`config.mk`:
```
export PLATFORM = sky130hd
export DESIGN_NAME = sha_job_dispatcher
export DESIGN_NICKNAME = d
export VERILOG_FILES = /design/src/rtl/sha_job_dispatcher.sv
export SDC_FILE = /design/constraint.sdc
export NUM_CORES = 1
export LEC_CHECK = 0
export CAP_MARGIN = 20
export CORE_ASPECT_RATIO = 0.6
export CORE_MARGIN = 10
export CORE_UTILIZATION = 54
export CTS_BUF_LIST = sky130_fd_sc_hd__clkbuf_16
export CTS_CLUSTER_DIAMETER = 150
export CTS_CLUSTER_SIZE = 12
export DETAILED_ROUTE_END_ITERATION = 10
export DONT_BUFFER_PORTS = 1
export PLACE_DENSITY = 0.7
export SLEW_MARGIN = 10
export SYNTH_ARGS = -nofsm -noshare
export SYNTH_HDL_FRONTEND = slang
export SYNTH_SLANG_ARGS = --single-unit
export TNS_END_PERCENT = 20
```
`constraint.sdc`:
```
create_clock -name CLK -period 3.85 [get_ports CLK]
set_clock_uncertainty 0.2 [all_clocks]
set_input_delay 0.1925 -clock CLK [delete_from_list [all_inputs] [get_ports CLK]]
set_output_delay 0.1925 -clock CLK [all_outputs]
set_load 0.05 [all_outputs]
```
`src/rtl/sha_job_dispatcher.sv`:
```
// sha_job_dispatcher: job-side front end for the sha_hasher mining core.
// Deserializes a 20-word job into the hasher operand registers, arms the
// hasher with a one-cycle load pulse, streams write_en while nonces are
// searched, drains the pipeline, and queues lag-corrected solutions.
//
// Ports:
//   CLK, RST            clock, asynchronous active-low reset
//   job_valid/ready     32-bit job word stream (job_data)
//   abort               discards the current job or load
//   hs_rst_n            registered load pulse to the hasher (low in ARM)
//   hs_write_en         hasher advance enable (RUN and DRAIN)
//   hs_digest_intial, hs_digest_in, hs_merkle, hs_time, hs_target, hs_nonce
//                       hasher operands
//   hs_valid, hs_time_cnt, hs_nonce_cnt
//                       hasher valid_out and live counters
//   res_valid/ready     solution handshake, res_time/res_nonce payload
//   busy                state is not IDLE (registered)
//   overflow            sticky, a solution was dropped on a full FIFO
module sha_job_dispatcher #(
  parameter int unsigned RESULT_LAG = 128,
  parameter int unsigned FIFO_DEPTH = 4
) (
  input  logic         CLK,
  input  logic         RST,
  input  logic         job_valid,
  input  logic [31:0]  job_data,
  output logic         job_ready,
  input  logic         abort,
  output logic         hs_rst_n,
  output logic         hs_write_en,
  output logic [255:0] hs_digest_intial,
  output logic [255:0] hs_digest_in,
  output logic [31:0]  hs_merkle,
  output logic [31:0]  hs_time,
  output logic [31:0]  hs_target,
  output logic [31:0]  hs_nonce,
  input  logic         hs_valid,
  input  logic [31:0]  hs_time_cnt,
  input  logic [31:0]  hs_nonce_cnt,
  output logic         res_valid,
  input  logic         res_ready,
  output logic [31:0]  res_time,
  output logic [31:0]  res_nonce,
  output logic         busy,
  output logic         overflow
);

  localparam int unsigned LAST_WORD = 19;
  localparam int unsigned LAG_W     = $clog2(RESULT_LAG + 1);
  localparam int unsigned AW        = $clog2(FIFO_DEPTH);
  localparam int unsigned CW        = AW + 1;

  typedef enum logic [2:0] {IDLE, LOAD, ARM, RUN, DRAIN} state_t;

  state_t           state, state_next;
  logic [4:0]       word_cnt;
  logic [LAG_W-1:0] lag_cnt;
  logic             rst_n_d, write_en_d, busy_d;
  logic             accept, warm, capture;
  logic [63:0]      cap_val;

  logic [63:0]      mem [FIFO_DEPTH];
  logic [AW-1:0]    rd_ptr, wr_ptr;
  logic [CW-1:0]    count, count_next, count_after_pop;
  logic             pop, push, drop, full;

  assign job_ready = RST && ((state == IDLE) || (state == LOAD)) && !abort;
  assign accept    = job_valid && job_ready;
  // Saturates at RESULT_LAG: that many write_en cycles have passed since ARM.
  assign warm      = (lag_cnt == LAG_W'(RESULT_LAG));
  assign capture   = hs_valid && (((state == RUN) && warm) || (state == DRAIN));
  // Live counters run RESULT_LAG ahead of the nonce that produced valid_out.
  assign cap_val   = {hs_time_cnt, hs_nonce_cnt} - 64'(RESULT_LAG);

  // Next-state and registered-output decode.
  always_comb begin
    state_next = state;
    rst_n_d    = 1'b1;
    write_en_d = 1'b0;
    busy_d     = 1'b0;
    case (state)
      IDLE:  if (accept) state_next = LOAD;
      LOAD: begin
        if (abort) state_next = IDLE;
        else if (accept && (word_cnt == 5'(LAST_WORD))) state_next = ARM;
      end
      ARM:   state_next = abort ? IDLE : RUN;
      RUN: begin
        if (abort) state_next = IDLE;
        else if (hs_write_en && (hs_nonce_cnt == 32'hFFFF_FFFF)) state_next = DRAIN;
      end
      DRAIN: begin
        if (abort) state_next = IDLE;
        else if (lag_cnt == LAG_W'(RESULT_LAG - 1)) state_next = IDLE;
      end
      default: state_next = IDLE;
    endcase
    rst_n_d    = (state_next != ARM);
    write_en_d = (state_next == RUN) || (state_next == DRAIN);
    busy_d     = (state_next != IDLE);
  end

  // State and control output registers.
  always_ff @(posedge CLK or negedge RST) begin
    if (!RST) begin
      state       <= IDLE;
      hs_rst_n    <= 1'b0;
      hs_write_en <= 1'b0;
      busy        <= 1'b0;
    end else begin
      state       <= state_next;
      hs_rst_n    <= rst_n_d;
      hs_write_en <= write_en_d;
      busy        <= busy_d;
    end
  end

  // Word counter; also restarts at word 0 on abort.
  always_ff @(posedge CLK or negedge RST) begin
    if (!RST) begin
      word_cnt <= 5'd0;
    end else if (accept) begin
      word_cnt <= (word_cnt == 5'(LAST_WORD)) ? 5'd0 : word_cnt + 5'd1;
    end else if (abort) begin
      word_cnt <= 5'd0;
    end
  end

  // Each accepted word lands directly in its operand field.
  always_ff @(posedge CLK or negedge RST) begin
    if (!RST) begin
      hs_digest_intial <= '0;
      hs_digest_in     <= '0;
      hs_merkle        <= '0;
      hs_time          <= '0;
      hs_target        <= '0;
      hs_nonce         <= '0;
    end else if (accept) begin
      for (int i = 0; i < 8; i++) begin
        if (word_cnt == 5'(i))     hs_digest_intial[255-32*i -: 32] <= job_data;
        if (word_cnt == 5'(i + 8)) hs_digest_in[255-32*i -: 32]     <= job_data;
      end
      if (word_cnt == 5'd16) hs_merkle <= job_data;
      if (word_cnt == 5'd17) hs_time   <= job_data;
      if (word_cnt == 5'd18) hs_target <= job_data;
      if (word_cnt == 5'd19) hs_nonce  <= job_data;
    end
  end

  // Lag counter: warm-up in RUN, restarted on entry to DRAIN as its length.
  always_ff @(posedge CLK or negedge RST) begin
    if (!RST) begin
      lag_cnt <= '0;
    end else if ((state_next == ARM) || ((state_next == DRAIN) && (state != DRAIN))) begin
      lag_cnt <= '0;
    end else if (hs_write_en && !warm) begin
      lag_cnt <= lag_cnt + LAG_W'(1);
    end
  end

  // Result FIFO, first-word-fall-through with a registered head.
  assign pop             = res_valid && res_ready;
  assign full            = (count == CW'(FIFO_DEPTH));
  assign push            = capture && (!full || pop);
  assign drop            = capture && full && !pop;
  assign count_after_pop = count - CW'(pop);
  assign count_next      = count_after_pop + CW'(push);

  always_ff @(posedge CLK or negedge RST) begin
    if (!RST) begin
      for (int i = 0; i < int'(FIFO_DEPTH); i++) mem[i] <= '0;
      rd_ptr    <= '0;
      wr_ptr    <= '0;
      count     <= '0;
      res_valid <= 1'b0;
      res_time  <= '0;
      res_nonce <= '0;
    end else begin
      if (push) begin
        mem[wr_ptr] <= cap_val;
        wr_ptr      <= wr_ptr + AW'(1);
      end
      if (pop) rd_ptr <= rd_ptr + AW'(1);
      count     <= count_next;
      res_valid <= (count_next != '0);
      // Head comes from the push itself when nothing older remains.
      if (count_after_pop == '0) begin
        if (push) {res_time, res_nonce} <= cap_val;
      end else if (pop) begin
        {res_time, res_nonce} <= mem[rd_ptr + AW'(1)];
      end
    end
  end

  // Sticky drop flag, cleared by the first word of the next job.
  always_ff @(posedge CLK or negedge RST) begin
    if (!RST) begin
      overflow <= 1'b0;
    end else if (drop) begin
      overflow <= 1'b1;
    end else if (accept && (state == IDLE)) begin
      overflow <= 1'b0;
    end
  end

endmodule

```
Word-level counts from Yosys, hierarchy flattened

Cells that the tools add are included.

$add $sub $neg: 7
$lt $le $gt $ge: 3
Eq/ne operators: 33
Muxes and demuxes: 28
Bitwise logic cells: 2
Reduce and logical (&&, ||, !) cells: 54

Operators by type and width:

| kind                                                                   | count |
|---|---|
| 256-bit bitwise mux                                                    | 1 |
| 32-bit 2-to-1 mux                                                      | 6 |
| 64-bit 2-to-1 mux                                                      | 3 |
| 64-bit binary-select mux with 2-bit select                             | 1 |
| 64-bit demux with 2-bit select                                         | 1 |
| 64-bit by 8-bit subtractor with 64-bit output (second input constant)  | 1 |
| 2-bit AND reduction                                                    | 21 |
| 5-bit by 4-bit equality test with 1-bit output (second input constant) | 8 |
| 32-bit equality test (second input constant)                           | 1 |
| 3-bit 2-to-1 mux                                                       | 7 |
| 5-bit by 3-bit equality test with 1-bit output (second input constant) | 4 |
| 5-bit equality test (second input constant)                            | 4 |
| 8-bit 2-to-1 mux                                                       | 2 |
| 1-bit logical AND                                                      | 15 |
| 5-bit 2-to-1 mux                                                       | 3 |
| 3-bit case mux with 5 select lines                                     | 1 |
| 3-bit by 2-bit equality test with 1-bit output (second input constant) | 4 |
| 5-bit by 2-bit equality test with 1-bit output (second input constant) | 2 |
| 3-bit equality test (second input constant)                            | 3 |
| 8-bit by 1-bit adder with 8-bit output (second input constant)         | 1 |
| 8-bit by 7-bit equality test with 1-bit output (second input constant) | 1 |
| 8-bit equality test (second input constant)                            | 1 |
| 2-bit nonzero test                                                     | 4 |
| 3-bit greater-or-equal comparator (second input constant)              | 2 |
| other kinds (18)                                                       | 30 |

Flip-flop bits (word level): 988
Input bits: 102
Output and inout port bits: 710
Logic and storage cells: 164

Longest topological paths before layout

Gate-level depths: netlist of the first run.

Depth after elaboration: 13
Mapped depth: 12
Mapped depth without buffers: 10

Least setup slack after synthesis of the first run

No wires, ideal clock.

Path kind: register -> register
From: register res_valid
To: register res_nonce[28]
Library setup time: 0.118 ns
Arrival: 2.881 ns
Required time: 3.532 ns
Setup slack: 0.651 ns
Cell stages (with the launch flop): 13
Path buffers: 2
Clock period less this slack: 3.199 ns
Cells stage by stage: dfrtp_1 -> nand2_1 -> inv_1 -> ha_1 -> ha_1 -> xnor2_1 -> and3_1 -> clkbuf_1 -> nor2_1 -> nor2_1 -> clkbuf_1 -> a211oi_1 -> a21o_1

Longest elaborated chain between the ends: 5

Ends and longest elaborated chain:

| what                                                                                   | RTL line | source |
|---|---|---|
| from (decl)                                                                            | 40       | `output logic res_valid,` |
| from (signal assigned)                                                                 | 185      | `res_valid <= (count_next != '0);` |
| 1-bit logical AND *                                                                    | 162      | `assign pop = res_valid && res_ready;` |
| named net pop                                                                          | 65       | `logic pop, push, drop, full;` |
| 3-bit by 1-bit subtractor with 3-bit output / 1-bit logical OR (equally long branches) | 166, 164 |  |
| 3-bit logical NOT / 1-bit logical AND (equally long branches)                          | 187, 164 |  |
| 2-bit inequality test (no source line) / 2-bit nonzero test (equally long branches)    | n/a      |  |
| 2-bit AND reduction (no source line)                                                   | n/a      |  |
| to (signal assigned)                                                                   | 188      | `if (push) {res_time, res_nonce} <= cap_val;` |
| to (signal assigned)                                                                   | 190      | `{res_time, res_nonce} <= mem[rd_ptr + AW'(1)];` |
| to (decl)                                                                              | 43       | `output logic [31:0] res_nonce,` |

Mark *: on every way through the listed nets, which the timed path passes. The rest lies on a longest branch.
A chain may end at the register's enable or synchronous reset.

Final worst setup path of the first run

From: register hs_write_en
To: register lag_cnt[6]

Longest elaborated chain between the ends: 8

Ends and longest elaborated chain:

| what                                                          | RTL line | source |
|---|---|---|
| from (decl)                                                   | 30       | `output logic hs_write_en,` |
| from (signal assigned)                                        | 113      | `hs_write_en <= write_en_d;` |
| 1-bit logical AND                                             | 90       | `else if (hs_write_en && (hs_nonce_cnt == 32'hFFFF_FFFF)) state_next = DRAIN;` |
| 3-bit 2-to-1 mux                                              | 90       |  |
| 3-bit 2-to-1 mux                                              | 89       | `if (abort) state_next = IDLE;` |
| 3-bit case mux with 5 select lines                            | 81       | `case (state)` |
| 3-bit equality test                                           | 154      | `end else if ((state_next == ARM) \|\| ((state_next == DRAIN) && (state != DRAIN))) begin` |
| 1-bit logical AND                                             | 154      |  |
| 1-bit logical OR                                              | 154      |  |
| 8-bit 2-to-1 mux / 2-bit nonzero test (equally long branches) | n/a      |  |
| to (signal assigned)                                          | 157      | `lag_cnt <= lag_cnt + LAG_W'(1);` |
| to (decl)                                                     | 57       | `logic [LAG_W-1:0] lag_cnt;` |

Several ways; a longest one is shown, not always the timed one.

==> flow_summary.toml, run 1 <==
[timing]
relSlewSlack_pct = 8.296
min_period_over_period_pct = 97.85
slew_viol_final = 0
fin_tns_setup_ps = 0
hold_slack_ps = -960.9
tightest_slew_ps = 1376
final.min_clock_period_ps = 3767
fmax_mhz = 265.5
finalHoldViolCount = 585
setup_viol = 0
rsz0062_at_grt = "no"

[cells_and_area]
mostFrequentLayoutCell = "dfrtp_1"
top_regs = "hs_digest_in (256), hs_digest_intial (256), mem (256)"
fin_cells = 4095
synthToLayoutAreaGrowth_pct = 13.74
post-route-util_pct = 61.98
drive_above_1_share_pct = 30.83
nets = 3211
design_area_um2 = 45680
mostFrequentLayoutCells = "986 x dfrtp_1, 671 x mux2_2, 303 x nand2_1, 258 x o21ai_0, 156 x dlygate4sd3_1"

[setup_path]
critPathArrivalTime_ps = 4090
rr_worst_depth = 10
regToRegSetupSlack_ps = 80
r2r_end = "lag_cnt[6]$_DFFE_PN0P_"
start_kind = "register"
path_class = "register to register"
end_kind = "register"
reg2reg_from = "hs_write_en$_DFF_PN0_"
worstPathMaxFanout = 8
crit_required_ps = 4170

[grt]
grtUsageMet1_pct = 37.66
use_met2_pct = 46.05
grt_util_met3_pct = 12.16
grt_pass1_vias = 26610
grt_use_total_pct = 29.99
grt_pass1_wl_um = 191300
grt_max_degree = 992
antenna_found_initial = 19
busiest_layer = "met2"
overflow = 0

[drt]
viasPerCell = 6.406
wl_per_cell_um = 32.60
first_pass_iters = 6
post-route-drc-count = 0
ant_nets = 0
vias = 26230
drt_iter0_drc = 2849
routed_wl_um = 133500

[power_and_ir_drop]
powerDensity_nw_per_um2 = 526.5
totalPowerFinal_mw = 24.05
power_leakage_nw = 21.86
ir_drop_mv = 0.5348

[synth]
async_reset_ff_share_pct = 100.0
synth_edf_count = 0
ys_ff_latch = 988
synth_cell_types = 54
yosys.area.top_type = "dfrtp_1"
synth-warning-count = 0
syn_inst = 3000
synth_top_area_share_pct = 61.56
syn-num-nets = 3118
ys.flop_type = "dfrtp_1"
yosysSeqAreaShare_pct = 61.56
synthTopCellsByArea = "dfrtp_1 62%, mux2_2 19%, mux4_2 3.6%"
synth_area_um2 = 40160
syn_area_per_cell_um2 = 13.39

[outcome]
status = "complete, but fails checks"
violations = "hold timing"

[clocking]
insertion_delay_ps = 650
htreeDepth = 3
numCtsBuffers = 92
cts_tree = "yes"
cts.hold.buffers_added = 179
cts_max_path_buffers = 3
cts_sinks = 988
cts_root_buf = "clkbuf_16"
clkTransAtPathRegs_ps = 60

[floorplan]
die_y_um = 231.2
dieArea_um2 = 86040
core_um2 = 73700
row_count = 77
initial_core_util_pct = 54.49
pin_count = 812
die_x_um = 372.1

[worst_hold_path]
worstHoldPathType = "input pin to asynchronous set/reset pin"

[place]
place_area_um2 = 41000
place.detailed.hpwl_um = 90640
placedCellCount = 3797
routabilityCongestion = 0.9442
numPortBuffers = 0

[flow_run]
maxCapViolCount = 0
[cell usage after synthesis (16+ instances only)]
cell type / number
nor3_1: 34
clkbuf_1: 158
buf_2: 47
mux2_2: 671
a21o_1: 25
xnor2_1: 40
a211oi_1: 19
ha_1: 16
nand3_1: 16
o21ai_0: 258
dfrtp_1: 988
nor4_1: 27
mux4_2: 64
nand2_1: 312
a21oi_1: 34
nor2_1: 97
nand4_1: 22
inv_1: 19
xor2_1: 18
buf_1: 26
[cell type report]
type                            instances  area, um^2
Inverter                               19       71.32
Tap cell                              987        1235
Fill cell                            5388       28020
Timing Repair Buffer                  230        2586
Antenna cell                            7       17.52
Multi-Input combinational cell       1762       14590
Sequential cell                       988       24730
Clock buffer                           93        2327
Clock inverter                          9       123.9
[worst max-delay path, stage by stage (launching register included)]
cell,delay [ps]
dfrtp_1,340
buf_6,200
nand4_1,110
dlygate4sd3_1,580
nor4_1,240
dlygate4sd3_1,610
nand3_1,140
dlygate4sd3_1,650
or2_2,340
nand2_2,160
nor2_1,70
[worst max path at each step]
stage | depth (start not counted) | end | start
global placement | 6 | mem[223]$_DFFE_PN0P_ | res_valid$_DFF_PN0_
floorplan | 12 | res_nonce[28]$_DFFE_PN0P_ | res_valid$_DFF_PN0_
finish | 10 | lag_cnt[6]$_DFFE_PN0P_ | hs_write_en$_DFF_PN0_
detailed placement | 12 | res_time[17]$_DFFE_PN0P_ | res_valid$_DFF_PN0_
global route | 10 | lag_cnt[5]$_DFFE_PN0P_ | hs_write_en$_DFF_PN0_
CTS | 10 | lag_cnt[6]$_DFFE_PN0P_ | hs_write_en$_DFF_PN0_
[power by group]
group          total (mW)  internal (mW)  switching (mW)
logic                2.74           1.09            1.64
clock network        8.06           4.29            3.77
registers            13.3           10.9            2.38
total                24.0           16.3            7.80
[through the flow]
step                hold slack (ps)  setup WS (ps)
floorplan                    -303.1          650.7
global placement             -277.7          550.1
detailed placement           -280.4          471.2
CTS                          -983.6          1.237
global route                  -1004          10.05
finish                       -960.9          82.92
[logic make-up (layout without fill, tap and decap cells)]
family,after synthesis,after routing,synth area share (%)
flops,988,988,61.56
mux,736,736,22.43
simple gates,575,575,6.561
compound gates,377,377,5.200
buf+inv,250,351,2.483
xor+xnor,58,58,1.265
fa+ha+maj,16,16,0.4985
other cells,0,7,0
[metal layers]
metal,routed length [um],vias up
met4,6353,6
met1,49560,13750
met3,16280,354
met5,42,-
met2,61280,1453
li1,-,10670
[what timing repair did]
action / CTS / global route
buffers inserted: 0 / 3
endpoints found under the setup margin: 0 / 9
resized for setup: 0 / 2
endpoints found under the hold margin: 1969 / 585
(Power assumes the default switching activity.)
==> inputs of run 2 (changes only) <==
ABC_CLOCK_PERIOD_IN_PS = 3850   (was not set)
CORE_UTILIZATION = 46   (was 54)
PLACE_DENSITY = 0.62   (was 0.7)
==> run 2 against run 1 <==
The run still ends with hold timing left. Die area increased by 16%. Power increased by 0.30%. Wire length increased by 1.5%. First-iteration DRC count decreased by 20%. Critical path depth decreased by 1. Utilization decreased by 8.7 points. Clock-buffer cell count decreased by 1.
==> flow_summary.toml, run 2 (synthesis gave the netlist of run 1 again) <==
[outcome]
status = "complete, but fails checks"
violations = "hold timing"

[timing]
worst_slack_ps = 63.10
setup_viol = 0
finalHoldViolCount = 454
relSlewSlack_pct = 22.60
fin_tns_setup_ps = 0
tightest_slew_ps = 1157
rsz0062_at_grt = "no"
hold_slack_ps = -999.2
min_period_over_period_pct = 98.36
slew_viol_final = 0
final.min_clock_period_ps = 3787
fmax_mhz = 264.1

[drt]
ant_nets = 0
routed_wl_um = 135500
first_pass_iters = 5
vias = 25800
wl_per_cell_um = 31.93
viasPerCell = 6.081
drt_iter0_drc = 2272
post-route-drc-count = 0

[grt]
grt_max_degree = 992
grt_pass1_vias = 26590
grt_pass1_wl_um = 196600
grt_use_total_pct = 26.26
antenna_found_initial = 13
overflow = 0

[setup_path]
crit_path_max_incr_delay_ps = 650
regToRegSetupSlack_ps = 160
reg2reg_from = "res_valid$_DFF_PN0_"
rr_worst_depth = 12
end_kind = "register"
cp_top_family = "simple AND/OR/NAND/NOR gates"
critPathArrivalTime_ps = 4150
crit_chain = "dlygate4sd3_1 -> nor4_4 -> or2b_2 -> or4_4 -> or4_4 -> nor2_1 -> dlygate4sd3_1 -> o31ai_2 -> dlygate4sd3_1"
start_kind = "input pin"
path_buf_inv = 3
path_common_cell = "dlygate4sd3_1"
worstPathMaxFanout = 15
path_class = "input pin to register"
cp_slowest_cell = "dlygate4sd3_1"
crit_required_ps = 4210
r2r_end = "res_time[24]$_DFFE_PN0P_"

[place]
numPortBuffers = 0
place_area_um2 = 41450
routabilityCongestion = 0.9030
placedCellCount = 3970
place.detailed.hpwl_um = 92190
place_ws_ps = 561.6

[cells_and_area]
mostFrequentLayoutCells = "986 x dfrtp_1, 671 x mux2_2, 303 x nand2_1, 258 x o21ai_0, 154 x dlygate4sd3_1"
fin_cells = 4243
top_regs = "hs_digest_in (256), hs_digest_intial (256), mem (256)"
multi_input_area_um2 = 14630
synthToLayoutAreaGrowth_pct = 14.25
design_area_um2 = 45880
mostFrequentLayoutCell = "dfrtp_1"
nets = 3202
post-route-util_pct = 53.30
seqCellArea_um2 = 24730
drive_above_1_share_pct = 30.80
fillCellCount = 6988

[floorplan]
dieArea_um2 = 99910
row_count = 83
pin_count = 812
die_x_um = 401.5
core_um2 = 86090
initial_core_util_pct = 46.65
die_y_um = 248.9

[clocking]
cts_root_buf = "clkbuf_16"
insertion_delay_ps = 680
cts_max_path_buffers = 3
cts_sinks = 988
cts_tree = "yes"
numCtsBuffers = 92
clkTransAtPathRegs_ps = 60
htreeDepth = 3

[power_and_ir_drop]
power.share.clock_pct = 33.8
pwr-share-seq_pct = 55.3
power_leakage_nw = 21.76
p_int_mw = 16.23
switching_power_mw = 7.895
totalPowerFinal_mw = 24.12
ir_drop_mv = 0.4182
pwr-share-comb_pct = 10.8
powerDensity_nw_per_um2 = 525.7
swShare_pct = 32.73

[worst_hold_path]
worstHoldPathType = "input pin to asynchronous set/reset pin"

[flow_run]
maxCapViolCount = 0
## run 2: cell types whose count changed in the layout (fill, tap and decap cells not counted), sizes merged
cell         before  now
buf              74   66
inv              24   22
clkinv            4    6
dlygate4sd3     156  154
diode             7    5
## run 2: routing by layer
| layer | GRT usage [%] | wire [um] |
|---|---|---|
| met2 | 42.92 | 65140 |
| met4 | 9.288 | 5257 |
| met5 | 0 | 34 |
| met1 | 31.68 | 52270 |
| met3 | 9.931 | 12790 |
## run 2: worst max path at each step
stage                                      start                        end  cells after the start
after floorplan              res_valid$_DFF_PN0_  res_nonce[28]$_DFFE_PN0P_                     12
after global placement    lag_cnt[0]$_DFFE_PN0P_       mem[149]$_DFFE_PN0P_                     10
after detailed placement  lag_cnt[0]$_DFFE_PN0P_       mem[148]$_DFFE_PN0P_                     10
after CTS                       hs_nonce_cnt[21]   res_time[24]$_DFFE_PN0P_                      9
after global routing            hs_nonce_cnt[21]   res_time[18]$_DFFE_PN0P_                      9
final                           hs_nonce_cnt[21]   res_time[24]$_DFFE_PN0P_                      9
## run 2: power groups by stage
stage	clock network, mW	logic (mW)	registers (mW)
finish	8.16	2.62	13.3
global route	8.73	2.84	13.4
CTS	8.32	2.40	13.4
detailed placement	0	2.09	13.6
global placement	0	2.03	13.6
floorplan	0	1.71	13.0
## run 2: repair_timing
item	CTS	global route
gates resized for setup	0	7
hold buffers	152	8
endpoints found under the setup margin	0	14
setup buffers	0	0
hold endpoints to repair	1973	555
## run 2: layout make-up
cell class                      count  share of cell area (%)
Tap cell                         1147                   3.128
Antenna cell                        5                 0.02727
Multi-Input combinational cell   1762                   31.89
Inverter                           19                  0.1554
Clock inverter                      9                  0.4090
Clock buffer                       92                   5.018
Timing Repair Buffer              221                   5.476
Sequential cell                   988                   53.90
